--- src/rtl/srp_buf_pkg.sv ---
// Shared constants, state encoding and circular-address helpers for the
// Shapiro-Rudin-Park sample buffer controller.
package srp_buf_pkg;

    localparam int DATA_W = 32;
    localparam int ADDR_W = 12;
    localparam int DEPTH  = 2096;

    localparam logic [ADDR_W:0]   DEPTH_X   = (ADDR_W + 1)'(DEPTH);
    localparam logic [ADDR_W-1:0] LAST_ADDR = ADDR_W'(DEPTH - 1);

    typedef enum logic {
        CAPTURE = 1'b0,
        READ    = 1'b1
    } state_e;

    // (a - b) mod DEPTH for operands already inside 0..DEPTH-1.
    function automatic logic [ADDR_W-1:0] wrap_sub(input logic [ADDR_W-1:0] a,
                                                   input logic [ADDR_W-1:0] b);
        logic [ADDR_W:0] diff;
        diff = {1'b0, a} - {1'b0, b};
        if (diff[ADDR_W]) begin
            diff = diff + DEPTH_X;
        end
        return diff[ADDR_W-1:0];
    endfunction

    function automatic logic [ADDR_W-1:0] wrap_inc(input logic [ADDR_W-1:0] a);
        return (a == LAST_ADDR) ? '0 : a + 1'b1;
    endfunction

endpackage

--- src/rtl/srp_out_skid.sv ---
// Two-entry output FIFO between the BRAM read port and the downstream
// valid/ready consumer; the caller only pushes when a slot is guaranteed.
module srp_out_skid #(
    parameter int W = 33
) (
    input  logic         clk_i,
    input  logic         rst_i,
    input  logic         in_valid_i,
    input  logic [W-1:0] in_data_i,
    output logic         out_valid_o,
    input  logic         out_ready_i,
    output logic [W-1:0] out_data_o,
    output logic [1:0]   count_o
);

    logic [W-1:0] mem_q [2];
    logic         wr_idx_q;
    logic         rd_idx_q;
    logic [1:0]   cnt_q;
    logic         pop;

    assign out_valid_o = (cnt_q != 2'd0);
    assign out_data_o  = mem_q[rd_idx_q];
    assign count_o     = cnt_q;
    assign pop         = out_valid_o & out_ready_i;

    always_ff @(posedge clk_i or posedge rst_i) begin
        if (rst_i) begin
            mem_q[0] <= '0;
            mem_q[1] <= '0;
            wr_idx_q <= 1'b0;
            rd_idx_q <= 1'b0;
            cnt_q    <= 2'd0;
        end else begin
            if (in_valid_i) begin
                mem_q[wr_idx_q] <= in_data_i;
                wr_idx_q        <= ~wr_idx_q;
            end
            if (pop) begin
                rd_idx_q <= ~rd_idx_q;
            end
            cnt_q <= cnt_q + {1'b0, in_valid_i} - {1'b0, pop};
        end
    end

endmodule

--- src/rtl/srp_capture_buf_ctrl.sv ---
// Circular capture into the sample BRAM, then frame readout on sync detection.
// Build option SRP_DROP_CNT_EN adds a saturating count of samples dropped during READ.
module srp_capture_buf_ctrl
    import srp_buf_pkg::*;
#(
    parameter int FRAME_LEN = 1024
) (
    input  logic              clk,
    input  logic              rst,
    input  logic              s_valid,
    input  logic [DATA_W-1:0] s_data,
    input  logic              sync_pulse,
    input  logic [ADDR_W-1:0] sync_offset,
    output logic              bram_en,
    output logic              bram_we,
    output logic [ADDR_W-1:0] bram_addr,
    output logic [DATA_W-1:0] bram_di,
    input  logic [DATA_W-1:0] bram_dout,
    output logic              m_valid,
    input  logic              m_ready,
    output logic [DATA_W-1:0] m_data,
    output logic              m_last,
    output logic              busy
`ifdef SRP_DROP_CNT_EN
    ,
    output logic [15:0]       drop_count
`endif
);

    localparam int CNT_W = $clog2(DEPTH + 1);

    state_e            state_q;
    logic              busy_q;
    logic [ADDR_W-1:0] wr_ptr_q, wr_ptr_d;
    logic [ADDR_W-1:0] rd_ptr_q, rd_ptr_d;
    logic [CNT_W-1:0]  issued_q;
    logic              inflight_q;
    logic              inflight_last_q;

    logic              issue;
    logic              wr_fire;
    logic              pop;
    logic              can_issue;
    logic [2:0]        occ;
    logic [1:0]        skid_cnt;
    logic [DATA_W:0]   skid_data;
    logic [ADDR_W-1:0] newest;
    logic [ADDR_W-1:0] off_clamped;
    logic [ADDR_W-1:0] start_addr;

    assign busy   = busy_q;
    assign pop    = m_valid & m_ready;
    assign m_data = skid_data[DATA_W-1:0];
    assign m_last = skid_data[DATA_W];

    always_comb begin
        bram_en     = 1'b0;
        bram_we     = 1'b0;
        bram_addr   = '0;
        bram_di     = '0;
        issue       = 1'b0;
        wr_fire     = 1'b0;
        // Slots freed by this cycle's handshake count, so 1 sample/cycle is sustainable.
        occ         = {1'b0, skid_cnt} - {2'b0, pop} + {2'b0, inflight_q};
        can_issue   = (issued_q < CNT_W'(FRAME_LEN)) && (occ < 3'd2);
        newest      = s_valid ? wr_ptr_q : wrap_sub(wr_ptr_q, ADDR_W'(1));
        off_clamped = (sync_offset > LAST_ADDR) ? LAST_ADDR : sync_offset;
        start_addr  = wrap_sub(newest, off_clamped);
        rd_ptr_d    = rd_ptr_q;

        if (!rst) begin
            case (state_q)
                CAPTURE: begin
                    if (s_valid) begin
                        bram_en   = 1'b1;
                        bram_we   = 1'b1;
                        bram_addr = wr_ptr_q;
                        bram_di   = s_data;
                        wr_fire   = 1'b1;
                    end
                    if (sync_pulse) begin
                        rd_ptr_d = start_addr;
                    end
                end
                READ: begin
                    if (can_issue) begin
                        bram_en   = 1'b1;
                        bram_addr = rd_ptr_q;
                        issue     = 1'b1;
                        rd_ptr_d  = wrap_inc(rd_ptr_q);
                    end
                end
                default: ;
            endcase
        end

        wr_ptr_d = wr_fire ? wrap_inc(wr_ptr_q) : wr_ptr_q;
    end

    always_ff @(posedge clk or posedge rst) begin
        if (rst) begin
            state_q         <= CAPTURE;
            busy_q          <= 1'b0;
            wr_ptr_q        <= '0;
            rd_ptr_q        <= '0;
            issued_q        <= '0;
            inflight_q      <= 1'b0;
            inflight_last_q <= 1'b0;
        end else begin
            wr_ptr_q   <= wr_ptr_d;
            rd_ptr_q   <= rd_ptr_d;
            inflight_q <= issue;
            if (issue) begin
                issued_q        <= issued_q + 1'b1;
                inflight_last_q <= (issued_q == CNT_W'(FRAME_LEN - 1));
            end
            case (state_q)
                CAPTURE: begin
                    if (sync_pulse) begin
                        state_q  <= READ;
                        busy_q   <= 1'b1;
                        issued_q <= '0;
                    end
                end
                READ: begin
                    if (pop && m_last) begin
                        state_q <= CAPTURE;
                        busy_q  <= 1'b0;
                    end
                end
                default: state_q <= CAPTURE;
            endcase
        end
    end

`ifdef SRP_DROP_CNT_EN
    logic [15:0] drop_q;

    assign drop_count = drop_q;

    always_ff @(posedge clk or posedge rst) begin
        if (rst) begin
            drop_q <= 16'h0000;
        end else if (state_q == READ && s_valid && drop_q != 16'hFFFF) begin
            drop_q <= drop_q + 16'h0001;
        end
    end
`endif

    srp_out_skid #(
        .W(DATA_W + 1)
    ) u_skid (
        .clk_i      (clk),
        .rst_i      (rst),
        .in_valid_i (inflight_q),
        .in_data_i  ({inflight_last_q, bram_dout}),
        .out_valid_o(m_valid),
        .out_ready_i(m_ready),
        .out_data_o (skid_data),
        .count_o    (skid_cnt)
    );

endmodule
--- config.mk ---
export PLATFORM = sky130hd
export DESIGN_NAME = srp_capture_buf_ctrl
export DESIGN_NICKNAME = d
export VERILOG_FILES = /design/src/rtl/srp_buf_pkg.sv /design/src/rtl/srp_out_skid.sv /design/src/rtl/srp_capture_buf_ctrl.sv
export SDC_FILE = /design/constraint.sdc
export NUM_CORES = 1
export LEC_CHECK = 0
export BUFFER_PORTS_ARGS = -buffer_cell sky130_fd_sc_hd__buf_2
export CAP_MARGIN = 20
export CORE_MARGIN = 2
export CORE_UTILIZATION = 59
export DETAILED_ROUTE_END_ITERATION = 16
export PLACE_DENSITY = 0.85
export SLEW_MARGIN = 15
export SYNTH_ARGS = -nofsm -noshare
export SYNTH_HDL_FRONTEND = slang
export SYNTH_HIERARCHICAL = 1
export SYNTH_SLANG_ARGS = --single-unit
--- constraint.sdc ---
create_clock -name clk -period 11.5 [get_ports clk]
set_clock_uncertainty 0.1 [all_clocks]
set_input_delay 0.575 -clock clk [delete_from_list [all_inputs] [get_ports clk]]
set_output_delay 0.575 -clock clk [all_outputs]
set_load 0.005 [all_outputs]
==> summary.txt <==
Run status
  – Status: completed

Clock tree
  – CTS tree: done
  – Max Root-Sink Buffers: 2
  – Hold_buf cts: 0
  – CTS sink cnt: 110
  – Clk_lat worst skew: 0.35 ns
  – Post-CTS Setup Inserts: 0
  – H-tree depth: 3
  – Post-CTS Resized: 0
  – CTS clk-pin slew, worst paths: roughly 0.08 ns
  – CTS Buf Count: 9
  – Root buffer cell: clkbuf_16

Floorplanning
  – # rows: 39
  – Die Y: 111.9 um
  – Core Footprint: 11370 um^2
  – Initial Util: 60.38%
  – Die Width: 111.9 um
  – IO Count: 162
  – Die area: about 13000 um^2

Critical path
  – Setup crit end kind: flop
  – Crit path max fanout: 10
  – Reg-to-reg setup timing slack: a little over 7 ns
  – R2R Path Start: wr_ptr_q[4]
  – CP Class: reg2reg
  – Crit start category: flop
  – WP data required: 11.69 ns
  – Critical path arrival: 4.65 ns
  – Reg-to-Reg End: rd_ptr_q[5]
  – Worst r2r path cells: 15

STA
  – Total negative slack: 0 ns
  – RSZ-0062 raised after global routing: no
  – Final period utilization: between 30% and 40%
  – Final setup vio count: 0
  – Hold WS: 0.1283 ns
  – Slew headroom: 39.24%
  – Slew @ Worst Pin: 0.9095 ns
  – Final hold violations: 0
  – Peak Freq: 224.3 MHz
  – Minimum clock period: 4.458 ns
  – Final slew viol count: 0

Worst hold path
  – Hold crit path type: in2async

Final layout
  – Nets: between 800 and 900
  – Fillers: approximately 830
  – N_diodes: 0
  – Synth-to-layout area growth: 16.86%
  – Post-route core utilization: 70.56%
  – Design area: 8023 um^2
  – Layout cells sized above 1: between 30% and 40%

Place
  – IO Port Bufs: approximately 160
  – Placed Instance Area: 7680 um^2
  – Gpl congestion: 0.9223
  – DP HPWL: around 12 mm

Yosys
  – Syn_nets: 755
  – Synth Instances: 650
  – Post-synth top cells: 110 x dfrtp_1, 70 x mux2_2, 42 x and3_1, 41 x nor2_1, 40 x nand2_1
  – Synth area leaders: dfrtp_1 40%, mux2_2 11%, mux2_4 6.6%
  – Ys Warns: 6
  – Avg Cell Area, Syn: 10.56 um^2
  – Syn Std Cell Area: 6865 um^2
  – Synthesis-stage register bit count: 110
  – Ys flop type: dfrtp_1
  – Register area share after synthesis: 40.09%
  – Count leader, synth: dfrtp_1
  – EDFF count, synth: 0
  – Yosys top cell by area: dfrtp_1
  – Post-synth cell types: 67
  – Share of the synthesized area in the top cell type: 40.09%
  – Async set or reset register ratio after synthesis: 100.0%

Routing
  – TritonRoute pass-1 iters: 6
  – WL/cell: 17.43 um
  – DRC Markers: 0
  – Iteration-0 DRC Markers: approximately 350
  – Vias per inst: 5.891
  – Routed Antenna Nets: 0
  – Routed vias: 5526
  – Total Wirelength: 16.35 mm

Power
  – VDD IR max: 177.7 uV
  – Sw frac: 37.98%
  – Internal power: 1292 uW
  – Leak: roughly 0.004 uW
  – Sw Pwr: 791.0 uW
  – Clk pwr share: between 10% and 20%
  – Sequential power share: 33.3%
  – Pwr/cell area: 259.6 nW/um^2
  – Tot Pwr: 2083 uW
  – Logic pwr share: 49.8%

GRT
  – Vias in the first global route: 5567
  – Largest net degree at the start of global routing: 53
  – Antenna violations before repair: 0
  – GRT Total Usage: a little over a quarter
  – First-pass GRT wire length: 26.86 mm
  – Gr ovfl total: 0

Run
  – Max-Cap Viols: 0
==> layout by cell type, fill, tap and decap left out, types with 3 or more instances in the layout <==
cell       Yosys  final
buf_2          6    161
dfrtp_1      110    110
mux2_2        70     70
and3_1        42     42
nor2_1        41     41
nand2_1       40     40
mux2_4        30     30
xor2_1        28     28
a21oi_1       25     25
o21ai_0       23     23
ha_1          22     22
inv_1         19     18
nand3_1       14     14
xnor2_1       13     13
a22o_1        13     13
nor3_1        12     11
nand2b_1       9      9
o21a_1         9      9
clkbuf_16      0      9
nor2b_1        7      7
buf_4          0      7
o221ai_1       6      6
nand4_1        5      5
mux2i_1        5      5
or2_2          5      5
nor4_1         5      5
o31ai_1        4      4
o22ai_1        4      4
a31oi_1        4      4
o21ai_1        3      3
a21o_1         3      3
or3_1          3      3
==> power by group through the flow <==
stage                     logic [uW]  registers (uW)  clock network (uW)
after global placement           984             677                   0
after CTS                       1040             690                 359
final                           1040             693                 353
after global routing            1140             712                 377
after detailed placement        1020             692                   0
after floorplan                  797             630                   0
==> worst max-delay path by stage <==
stage	start	slack [ns]	end
floorplan	wr_ptr_q[4]	7.45	rd_ptr_q[5]
global placement	wr_ptr_q[4]	7.36	rd_ptr_q[5]
detailed placement	wr_ptr_q[4]	7.19	rd_ptr_q[5]
CTS	wr_ptr_q[4]	7.15	rd_ptr_q[5]
global route	wr_ptr_q[4]	6.70	rd_ptr_q[8]
finish	wr_ptr_q[4]	7.04	rd_ptr_q[5]
==> cell families (layout without fill, tap and decap cells) <==
| family | Yosys count | after routing | synth area share [%] |
|---|---|---|---|
| and+or+nand+nor | 196 | 196 | 15.18 |
| AOI/OAI and AO/OA | 115 | 115 | 11.54 |
| DFF | 110 | 110 | 40.09 |
| muxes | 106 | 106 | 18.94 |
| buffers and inverters | 58 | 203 | 4.429 |
| xor gates and xnor gates | 41 | 41 | 5.231 |
| adders and majority gates | 24 | 24 | 4.593 |
==> metal layers <==
layer	GRT usage, %	part of all wire [%]	vias up
met5	0	0	-
met3	4.464	5.2	39
met4	10.53	2.9	0
met2	42.67	49	184
li1	-	-	2633
met1	35.16	43	2670
==> critical path, stage by stage (launching register included) <==
cell,delay [ns]
dfrtp_1,0.51
nor3_1,0.43
nand3_1,0.25
nor3_2,0.41
nand2b_1,0.17
nand2_1,0.08
mux2i_1,0.07
ha_1,0.40
o21a_1,0.23
o21ai_0,0.18
o21ba_2,0.22
a311o_1,0.35
a21o_1,0.32
mux2_1,0.37
o32ai_1,0.13
a22o_1,0.18
==> per-stage QoR <==
stage | worst slack (ns) | cells
final | 7.042 | 938
after floorplan | 7.447 | 650
after CTS | 7.147 | 938
after global placement | 7.362 | 922
after detailed placement | 7.186 | 922
after global routing | 6.702 | 938
==> registers in the layout, summed over array words and instances, names as in the netlist <==
register,count
busy,1
inflight_last_q,1
inflight_q,1
issued_q,12
rd_ptr_q,12
state_q,1
u_skid/count_o,2
u_skid/mem_q,66
u_skid/rd_idx_q,1
u_skid/wr_idx_q,1
wr_ptr_q,12
==> cell type report <==
class	instances	area [um^2]	area share [%]
clock inverters	6	103.9	1.294
well taps	143	178.9	2.230
repair buffers	168	858.3	10.70
inverters	19	71.32	0.8890
flip-flops and latches	110	2753	34.31
multi-input cells	482	3819	47.60
clock buffers	10	239.0	2.979
(Power assumes the default switching activity.)
